`config.mk`:
```
export PLATFORM = sky130hd
export DESIGN_NAME = int_reg_wb_arbiter
export DESIGN_NICKNAME = d
export VERILOG_FILES = /design/src/rtl/int_reg_wb_arbiter_pkg.sv /design/src/rtl/int_reg_wb_arbiter_wb_fifo.sv /design/src/rtl/int_reg_wb_arbiter.sv
export SDC_FILE = /design/constraint.sdc
export NUM_CORES = 1
export LEC_CHECK = 0
export ABC_CLOCK_PERIOD_IN_PS = 2800
export CAP_MARGIN = 20
export CORE_ASPECT_RATIO = 0.9
export CORE_MARGIN = 2
export CORE_UTILIZATION = 57
export CTS_CLUSTER_SIZE = 40
export DETAILED_ROUTE_END_ITERATION = 10
export DONT_BUFFER_PORTS = 1
export GPL_ROUTABILITY_DRIVEN = 1
export PLACE_DENSITY = 0.72
export SLEW_MARGIN = 20
export SYNTH_ARGS = -nofsm -noshare
export SYNTH_HDL_FRONTEND = slang
export SYNTH_HIERARCHICAL = 1
export SYNTH_SLANG_ARGS = --single-unit
export TNS_END_PERCENT = 1
```
`constraint.sdc`:
```
create_clock -name clk -period 2.8 [get_ports clk]
set_input_delay 0.56 -clock clk [delete_from_list [all_inputs] [get_ports clk]]
set_output_delay 0.56 -clock clk [all_outputs]
set_load 0.02 [all_outputs]
```
`src/rtl/int_reg_wb_arbiter_pkg.sv`:
```
// ---------------------------------------------------------------------------
// RV32Consts
// Shared integer-register types for the write-back arbiter:
//   IntReg  - 32-bit register value
//   RegAddr - 5-bit register index
//   LoadRet - one buffered load return (destination + data)
//   WbState - arbiter FSM state
// ---------------------------------------------------------------------------
package RV32Consts;

    localparam int XLEN     = 32;
    localparam int NUM_REGS = 32;

    typedef logic [XLEN-1:0] IntReg;
    typedef logic [4:0]      RegAddr;

    typedef struct packed {
        RegAddr addr;
        IntReg  data;
    } LoadRet;

    typedef enum logic {
        NORMAL = 1'b0,
        FORCE  = 1'b1
    } WbState;

    // Register x0 is hard-wired to zero; writes to it are discarded.
    function automatic logic is_x0(input RegAddr a);
        return (a == '0);
    endfunction

endpackage

```
`src/rtl/int_reg_wb_arbiter_wb_fifo.sv`:
```
// ---------------------------------------------------------------------------
// int_reg_wb_arbiter_wb_fifo
// Small synchronous FIFO of LoadRet entries for buffered load returns.
// The head is presented from stored state only (no fall-through), so an
// entry pushed at an edge becomes visible in the following cycle.
// Ports:
//   clk, rst_n         clock, asynchronous active-low reset (empties FIFO)
//   push_en, push_data write one entry (caller guarantees !full)
//   pop_en             remove head entry (caller guarantees !empty)
//   head               current head entry
//   full, empty        occupancy flags from registered pointers
// ---------------------------------------------------------------------------
module int_reg_wb_arbiter_wb_fifo
    import RV32Consts::*;
#(
    parameter int DEPTH = 2
) (
    input  logic   clk,
    input  logic   rst_n,
    input  logic   push_en,
    input  LoadRet push_data,
    input  logic   pop_en,
    output LoadRet head,
    output logic   full,
    output logic   empty
);

    localparam int AW = $clog2(DEPTH);
    localparam logic [AW:0] PTR_ONE = 1;

    // Pointers carry one extra wrap bit to tell full from empty.
    logic [AW:0] wr_ptr_q, wr_ptr_d;
    logic [AW:0] rd_ptr_q, rd_ptr_d;
    LoadRet      mem_q [DEPTH];

    always_comb begin
        wr_ptr_d = wr_ptr_q;
        rd_ptr_d = rd_ptr_q;
        if (push_en) wr_ptr_d = wr_ptr_q + PTR_ONE;
        if (pop_en)  rd_ptr_d = rd_ptr_q + PTR_ONE;
    end

    always_ff @(posedge clk or negedge rst_n) begin
        if (!rst_n) begin
            wr_ptr_q <= '0;
            rd_ptr_q <= '0;
        end else begin
            wr_ptr_q <= wr_ptr_d;
            rd_ptr_q <= rd_ptr_d;
        end
    end

    // Storage needs no reset: validity is tracked solely by the pointers.
    always_ff @(posedge clk) begin
        if (push_en) mem_q[wr_ptr_q[AW-1:0]] <= push_data;
    end

    assign empty = (wr_ptr_q == rd_ptr_q);
    assign full  = (wr_ptr_q[AW] != rd_ptr_q[AW]) &&
                   (wr_ptr_q[AW-1:0] == rd_ptr_q[AW-1:0]);
    assign head  = mem_q[rd_ptr_q[AW-1:0]];

    a_no_push_full: assert property (@(posedge clk) disable iff (!rst_n)
        push_en |-> !full);
    a_no_pop_empty: assert property (@(posedge clk) disable iff (!rst_n)
        pop_en |-> !empty);

endmodule

```
`src/rtl/int_reg_wb_arbiter.sv`:
```
// ---------------------------------------------------------------------------
// int_reg_wb_arbiter
// Shares the integer register file's single write port between the execute
// path (same-cycle, combinational) and buffered load returns, and keeps a
// scoreboard of registers with outstanding loads.
// Ports:
//   clk, rst_n                      clock, asynchronous active-low reset
//   exe_wr_en/exe_rd_addr/_data     execute-path write request
//   exe_stall                       core must hold; exe write not performed
//   lsu_valid/lsu_ready/_addr/_data load-return handshake into the FIFO
//   iss_en/iss_rd_addr              load issue, marks destination busy
//   rs1_addr/rs2_addr -> rs*_busy   hazard lookup on decode read addresses
//   busy_mask                       full scoreboard (bit 0 always 0)
//   rd_en/rd_addr/rd_data           register file write port
// ---------------------------------------------------------------------------
module int_reg_wb_arbiter
    import RV32Consts::*;
#(
    parameter int FIFO_DEPTH   = 2,
    parameter int STARVE_LIMIT = 4
) (
    input  logic        clk,
    input  logic        rst_n,
    input  logic        exe_wr_en,
    input  logic [4:0]  exe_rd_addr,
    input  IntReg       exe_rd_data,
    output logic        exe_stall,
    input  logic        lsu_valid,
    output logic        lsu_ready,
    input  logic [4:0]  lsu_rd_addr,
    input  IntReg       lsu_rd_data,
    input  logic        iss_en,
    input  logic [4:0]  iss_rd_addr,
    input  logic [4:0]  rs1_addr,
    input  logic [4:0]  rs2_addr,
    output logic        rs1_busy,
    output logic        rs2_busy,
    output logic [31:0] busy_mask,
    output logic        rd_en,
    output logic [4:0]  rd_addr,
    output IntReg       rd_data
);

    localparam int CNT_W = $clog2(STARVE_LIMIT + 1);
    localparam logic [CNT_W-1:0] CNT_ONE   = 1;
    localparam logic [CNT_W-1:0] CNT_LIMIT = CNT_W'(STARVE_LIMIT);

    WbState             state_q, state_d;
    logic [CNT_W-1:0]   starve_q, starve_d;
    logic [31:0]        busy_q, busy_d;

    logic   fifo_push;
    logic   fifo_pop;
    logic   fifo_full;
    logic   fifo_empty;
    LoadRet fifo_head;
    LoadRet lsu_ret;

    // ---------------------------------------------------------------------
    // Load-return buffer. Ready depends only on stored occupancy, so a pop
    // in the same cycle never opens the door for a push while full.
    // ---------------------------------------------------------------------
    assign lsu_ready     = !fifo_full;
    assign fifo_push     = lsu_valid && lsu_ready;
    assign lsu_ret.addr  = lsu_rd_addr;
    assign lsu_ret.data  = lsu_rd_data;

    int_reg_wb_arbiter_wb_fifo #(
        .DEPTH (FIFO_DEPTH)
    ) u_fifo (
        .clk       (clk),
        .rst_n     (rst_n),
        .push_en   (fifo_push),
        .push_data (lsu_ret),
        .pop_en    (fifo_pop),
        .head      (fifo_head),
        .full      (fifo_full),
        .empty     (fifo_empty)
    );

    // ---------------------------------------------------------------------
    // Arbitration FSM and write-port mux
    // ---------------------------------------------------------------------
    always_comb begin
        state_d   = state_q;
        starve_d  = starve_q;
        fifo_pop  = 1'b0;
        exe_stall = 1'b0;
        rd_en     = 1'b0;
        rd_addr   = '0;
        rd_data   = '0;

        unique case (state_q)
            NORMAL: begin
                if (exe_wr_en) begin
                    rd_en   = !is_x0(exe_rd_addr);
                    rd_addr = exe_rd_addr;
                    rd_data = exe_rd_data;
                    if (!fifo_empty) begin
                        // Head lost this cycle; escalate once the limit is hit.
                        starve_d = starve_q + CNT_ONE;
                        if (starve_d >= CNT_LIMIT) state_d = FORCE;
                    end else begin
                        starve_d = '0;
                    end
                end else if (!fifo_empty) begin
                    fifo_pop = 1'b1;
                    rd_en    = !is_x0(fifo_head.addr);
                    rd_addr  = fifo_head.addr;
                    rd_data  = fifo_head.data;
                    starve_d = '0;
                end else begin
                    starve_d = '0;
                end
            end
            FORCE: begin
                // FORCE is only entered with a non-empty FIFO and nothing
                // else pops, so the head is always valid here.
                exe_stall = 1'b1;
                fifo_pop  = !fifo_empty;
                rd_en     = !fifo_empty && !is_x0(fifo_head.addr);
                rd_addr   = fifo_head.addr;
                rd_data   = fifo_head.data;
                starve_d  = '0;
                state_d   = NORMAL;
            end
            default: begin
                state_d  = NORMAL;
                starve_d = '0;
            end
        endcase

        // The write port must be quiet while reset is held, even though
        // the execute inputs are combinational.
        if (!rst_n) begin
            rd_en   = 1'b0;
            rd_addr = '0;
            rd_data = '0;
        end
    end

    // ---------------------------------------------------------------------
    // Scoreboard: clear on pop, then set on issue so a same-address
    // re-issue in the pop cycle keeps the bit set.
    // ---------------------------------------------------------------------
    always_comb begin
        busy_d = busy_q;
        if (fifo_pop) busy_d[fifo_head.addr] = 1'b0;
        if (iss_en && !is_x0(iss_rd_addr)) busy_d[iss_rd_addr] = 1'b1;
        busy_d[0] = 1'b0;
    end

    always_ff @(posedge clk or negedge rst_n) begin
        if (!rst_n) begin
            state_q  <= NORMAL;
            starve_q <= '0;
            busy_q   <= '0;
        end else begin
            state_q  <= state_d;
            starve_q <= starve_d;
            busy_q   <= busy_d;
        end
    end

    assign busy_mask = busy_q;
    assign rs1_busy  = busy_q[rs1_addr];
    assign rs2_busy  = busy_q[rs2_addr];

    // ---------------------------------------------------------------------
    // Obligations on the surrounding pipeline
    // ---------------------------------------------------------------------
    a_iss_not_busy: assert property (@(posedge clk) disable iff (!rst_n)
        (iss_en && !is_x0(iss_rd_addr)) |->
            (!busy_q[iss_rd_addr] || (fifo_pop && fifo_head.addr == iss_rd_addr)));
    a_exe_not_busy: assert property (@(posedge clk) disable iff (!rst_n)
        (exe_wr_en && !exe_stall && !is_x0(exe_rd_addr)) |-> !busy_q[exe_rd_addr]);
    a_ret_is_busy: assert property (@(posedge clk) disable iff (!rst_n)
        (fifo_push && !is_x0(lsu_rd_addr)) |-> busy_q[lsu_rd_addr]);

endmodule

```
==> Flow_metrics.wiki <==
{| class="wikitable"
! Metric !! Value
|-
| IR drop worst, VDD || 473 uV
|-
| Routed Antenna Nets || 0
|-
| Design internal power || 3900 uW
|-
| Most numerous cell types in the synthesized netlist || edfxtp_1 (74), nor2b_1 (44), o21ai_0 (42)
|-
| Timing-limited maximum frequency || 371 MHz
|-
| Leak Pwr || 0.00223 uW
|-
| FP Rows || 34
|-
| Power share of the combinational group || 0.395
|-
| Drt first pass iters || 5
|-
| Most numerous cell in the Yosys netlist || edfxtp_1
|-
| Synth async-reset ratio || 0.339
|-
| Proportion of netlist area held by the largest area contributor || 0.404
|-
| Area of the core || 9530 um2
|-
| Vias per inst || 6.28
|-
| Number of I/O pins || 168
|-
| Initial antenna violation count || 0
|-
| Post-synth design cell area || 5500 um2
|-
| Post-DP HPWL || 8.97 mm
|-
| Die Y-Extent || 97.2 um
|-
| Startpoint kind of the worst setup timing path || register
|-
| Data required time at the worst endpoint || 2240 ps
|-
| Final setup TNS || 0 ps
|-
| Net Sw Frac || 0.399
|-
| WL/cell || 20.9 um
|-
| Final number of hold-violating endpoints || 0
|-
| Arrival time reported for the critical path endpoint || 2140 ps
|-
| Final slew viol count || 0
|-
| Fin crit share || 0.964
|-
| Clock slew at the register clock pins of the worst setup and hold paths || 100 ps
|-
| FF+latch area || 3180 um2
|-
| Slew @ Worst Pin || 551 ps
|-
| Layout cell share with drive strength beyond 1 || 0.245
|-
| Seq cells post-synth || 112
|-
| Clock sink count || 112
|-
| Class of the worst hold path || primary input to async pin
|-
| Final Setup Violations || 0
|-
| Combined area of the multi-input logic cells || 2170 um2
|-
| Post-synth EDFFs || 74
|-
| Syn avg cell area || 12.7 um2
|-
| Number of nets at the end of the flow || 559
|-
| Remaining design rule violation count || 0
|-
| Worst rel slew slack || 0.633
|-
| RSZ-0062 raised after global routing || false
|-
| Critical-path maximum fanout || 9
|-
| First-pass GRT wire length || 19.3 mm
|-
| Max Buffers Root-to-Sink || 2
|-
| Total wire length || 12.5 mm
|-
| Warning count from the yosys run || 6
|-
| Iter 0 DRT Violations || 217
|-
| Diodes inserted || 0
|-
| Grt ovf || 0
|-
| Register area share after synthesis || 0.577
|-
| Overall die area || 10500 um2
|-
| Routed vias || 3736
|-
| Buffers added on ports || 0
|-
| Master cell of the clock root buffer || clkbuf_8
|-
| Part of the power in the clock network || 0.129
|-
| Source-to-sink clock delay at the later pin of the worst-skew pair || 360 ps
|-
| Post-Syn Instances || 432
|-
| Largest cells by area after synthesis || edfxtp_1 (40%), dfrtp_1 (17%), mux2_2 (7.6%)
|-
| Count of maximum capacitance violations || 0
|-
| Area added between synthesis and finish || 11.0%
|-
| Count of different cell masters after synthesis || 42
|-
| Die X || 108 um
|-
| Syn nets || 527
|-
| Primary flip-flop cell chosen by synthesis mapping || edfxtp_1
|-
| Pin count of the biggest net entering global routing || 40
|-
| Portion of total power attributed to sequential cells || 0.477
|-
| Number of H-tree levels || 3
|-
| Fillcell total || 700
|-
| GPL Wtd Cong || 0.869
|-
| Via count of the first global-routing pass || 3640
|-
| All-Layer GR Usage || 0.240
|-
| Power density over the cells || 1060 nW/um2
|-
| Clock tree from TritonCTS || yes
|-
| Number of buffers created by CTS || 9
|-
| Cell type with the largest total area after synthesis || edfxtp_1
|-
| Total power || 6500 uW
|-
| Worst Setup End Kind || output port
|-
| Min Tclk post-route || 2700 ps
|-
| Critical Setup Path Class || register to output port
|-
| Effective utilization at floorplan || 0.577
|-
| Sw Pwr || 2590 uW
|-
| Outcome || finished clean
|-
| Clock Skew || 12.7 ps
|}
-- stage by stage --
stage                      util  area [um2]  worst slack (ps)  hold WS (ps)  instances
after floorplan               -        5500               374           264        432
after CTS                 0.638        6080              14.7          19.7        595
after global routing      0.641        6110              7.32          15.0        595
final                     0.641        6110               101          24.4        595
after detailed placement  0.617        5880               292           265        576
after global placement    0.617        5880               349           265        576
-- worst paths after layout --
path / slack (ps) / depth (start not counted) / end / start
worst min register to register: 450 / 1 / starve_q[0] / starve_q[0]
worst max register to register: 440 / 5 / busy_mask[1] / u_fifo/rd_ptr_q[0]
worst min-delay path: 20 / 1 / busy_mask[16] / rst_n
max in group asynchronous: 2550 / 1 / u_fifo/rd_ptr_q[0] / rst_n
worst max-delay path: 100 / 4 / rd_en / u_fifo/rd_ptr_q[0]
min in group clk: 290 / 0 / u_fifo/mem_q[0][15] / lsu_rd_data[15]
-- power groups by stage --
stage | registers, uW | logic (uW) | clock network, uW
after floorplan | 3000 | 1880 | 0
after global placement | 3120 | 2410 | 0
after detailed placement | 3150 | 2470 | 0
after CTS | 3090 | 2530 | 858
after global routing | 3170 | 2770 | 933
final | 3100 | 2560 | 838
-- worst max-delay path: stages, from the launching register on --
cell      delay [ps]
dfrtp_2          480
mux2_2           430
or3_1            450
o31ai_2          260
a21boi_2         160
-- cell usage in the layout, fill, tap and decap left out, types with 5 or more instances in the layout --
cell / count
nor2b_1: 43
nand2_1: 6
mux4_2: 6
o21ai_1: 21
a21oi_1: 6
buf_4: 44
clkbuf_8: 9
mux2_2: 37
a22oi_1: 41
nand2b_1: 5
edfxtp_1: 74
dfrtp_1: 36
nand3_1: 11
mux2i_1: 18
o21ai_0: 42
nand3b_1: 8
nor2_1: 9
-- state kept, by name, summed over array words and instances (netlist names) --
| name | cells |
|---|---|
| starve_q | 3 |
| busy_mask | 31 |
| u_fifo/mem_q | 74 |
| u_fifo/wr_ptr_q | 2 |
| u_fifo/rd_ptr_q | 2 |
-- layer usage --
metal | global-route usage | wire length [um]
met5 | 0 | 0
met4 | 0.0720 | 157
met3 | 0.0597 | 1140
met2 | 0.386 | 6110
met1 | 0.324 | 5060
-- layout make-up --
class | instances | share of cell area
sequential | 112 | 0.520
multi-input combinational | 289 | 0.356
timing repair buffer | 49 | 0.0691
tap | 126 | 0.0258
clock buffer | 13 | 0.0227
clock inverter | 3 | 0.00430
inverter | 3 | 0.00184
-- what timing repair did --
action | in CTS | in global routing
cloned | 0 | 0
hold buffers | 1 | 0
endpoints found under the setup margin | 38 | 38
hold endpoints to repair | 38 | 0
setup buffers | 2 | 0
gates resized for setup | 1 | 6
-- kinds of logic (layout without fill, tap and decap cells) --
logic type	after synthesis	in the layout	share of synthesized area
DFF	112	112	0.577
other	1	1	0.000682
and+or+nand+nor	101	101	0.113
adders and majority gates	1	1	0.00227
muxes	61	61	0.133
xor gates and xnor gates	6	6	0.0109
AOI/OAI and AO/OA	119	119	0.132
buffers and inverters	31	68	0.0312
No activity file was read; power rests on OpenSTA's default activity.
==> RTL change: new RTL, same settings <==
Change the parameter `STARVE_LIMIT` from 4 to 8.
--- a/src/rtl/int_reg_wb_arbiter.sv
+++ b/src/rtl/int_reg_wb_arbiter.sv
@@ -19,3 +19,3 @@
     parameter int FIFO_DEPTH   = 2,
-    parameter int STARVE_LIMIT = 4
+    parameter int STARVE_LIMIT = 8
 ) (
Formal check against the unedited RTL: not equivalent (a bounded check fails within 10 cycles, from zero or initial values and one cycle with rst_n low).
==> RTL change against the original RTL <==
- critical path depth unchanged
- routed wire length is 9.3% higher
- hold slack improved by 0.12 ns
- power grew 26%
- worst setup slack worse by 0.070 ns
- global-route usage rose by 1.7 points
- sequential cell count increased by 2
- final area up 11%
- synthesized area up 1.8%
==> RTL change: results (changes against the original RTL) <==
** Outcome
- Run status: complete, no violations (unchanged).

** Drt
- Iteration-0 DRC Markers :: 241 (was 217)
- DR WL met2 :: 6820 um (was 6110 um)
- The number of detailed-route iterations in the first pass came to 4 (was 5).
- The met3 layer wire length in the routed design was 1290 um (was 1140 um).

** Finish
- Number of inserted filler cells in the final layout :: 668 (was 700)
- Clock buffer cells :: 18 (was 13)
- Multi-input comb cells :: 295 (was 289)
- Proportion of final cell area spent on non-clock buffers :: 0.0693 (was 0.0691)
- Final instance count without filler cells :: 620 (was 595)
- The count of plain and timing-repair buffers in the layout is 51 (was 49).
- The combined area of the multi-input logic cells was 0.00230 sq mm (was 0.00217 sq mm).

** Yosys
- Synth top cells by count: sky130_fd_sc_hd__edfxtp_1 (74), sky130_fd_sc_hd__nor2b_1 (44), sky130_fd_sc_hd__a22oi_1 (41) (was sky130_fd_sc_hd__edfxtp_1 (74), sky130_fd_sc_hd__nor2b_1 (44), sky130_fd_sc_hd__o21ai_0 (42)).
- Compound-gate portion of the synthesized area :: 0.130 (was 0.132)
- The share of async-settable or async-resettable flops after synthesis was 0.351 (was 0.339).
- Share of synthesized area spent on multiplexers :: 0.131 (was 0.133)
- The number of nets produced by synthesis was 534 (was 527).
- Adder and majority cell fraction of the synthesized area :: 0.00224 (was 0.00227)
- Synth unique cells :: 44 (was 42)
- The XOR/XNOR share of the synthesized area is 0.0139 (was 0.0109).

** Pwr
- The net switching component of the power came to 2.98 mW (was 2.59 mW).
- Leakage power of the design :: 2.52 nW (was 2.23 nW)
- Reported sequential group power :: 3.19 mW (was 3.10 mW)
- The clock-net power is 2.20 mW (was 838 uW).
- Maximum ir drop on the vdd rail :: 0.586 mV (was 0.473 mV)

** Min path
- The type of the tightest min-delay check is input port to flip-flop (was input port to asynchronous set/reset pin).

** Global routing
- The maximum number of pins on one net before global-route repair was 41 (was 40).
- The routing usage on met1 is 0.318 (was 0.324).
- The met2 usage in global routing came to 0.416 (was 0.386).
- Met3 track demand over resource :: 0.0935 (was 0.0597)

** Placed design
- The final weighted congestion in routability-driven placement came to 0.881 (was 0.869).

** Clocking
- The post-cts hold buffer count was 2 (was 1).
- Number of setup buffers added after CTS :: 0 (was 2)
- The total CTS buffers came to 17 (was 9).

** Timing
- The setup clock skew after layout came to 0.0137 ns (was 0.0127 ns).
- The maximum frequency from static timing analysis came to 361 MHz (was 371 MHz).

** Setup path
- Peak per-stage delay on the critical path :: 0.55 ns (was 0.48 ns)
- The worst-path maximum fanout is 7 (was 9).
-- RTL change: changes by cell type in the layout (fill, tap and decap cells not counted), sizes merged --
cell,unedited run,this run
clkinv,2,5
clkinvlp,0,3
bufinv,0,4
xnor2,1,2
dfrtp,38,40
mux2,37,38
clkbuf,13,19
nor3,1,4
nand3,11,12
nor3b,2,1
xor2,5,6
dlygate4sd3,0,1
-- RTL change: worst min path at each step --
stage / slack [ns] / cells past startpoint / endpoint / start
after floorplan: 0.26 / 0 / busy_mask[10] / rst_n
after global placement: 0.27 / 0 / starve_q[2] / rst_n
after detailed placement: 0.27 / 0 / starve_q[2] / rst_n
after CTS: 0.11 / 0 / u_fifo/mem_q[0][36] / lsu_rd_addr[4]
after global routing: 0.11 / 0 / u_fifo/mem_q[0][36] / lsu_rd_addr[4]
final: 0.14 / 0 / u_fifo/mem_q[0][36] / lsu_rd_addr[4]
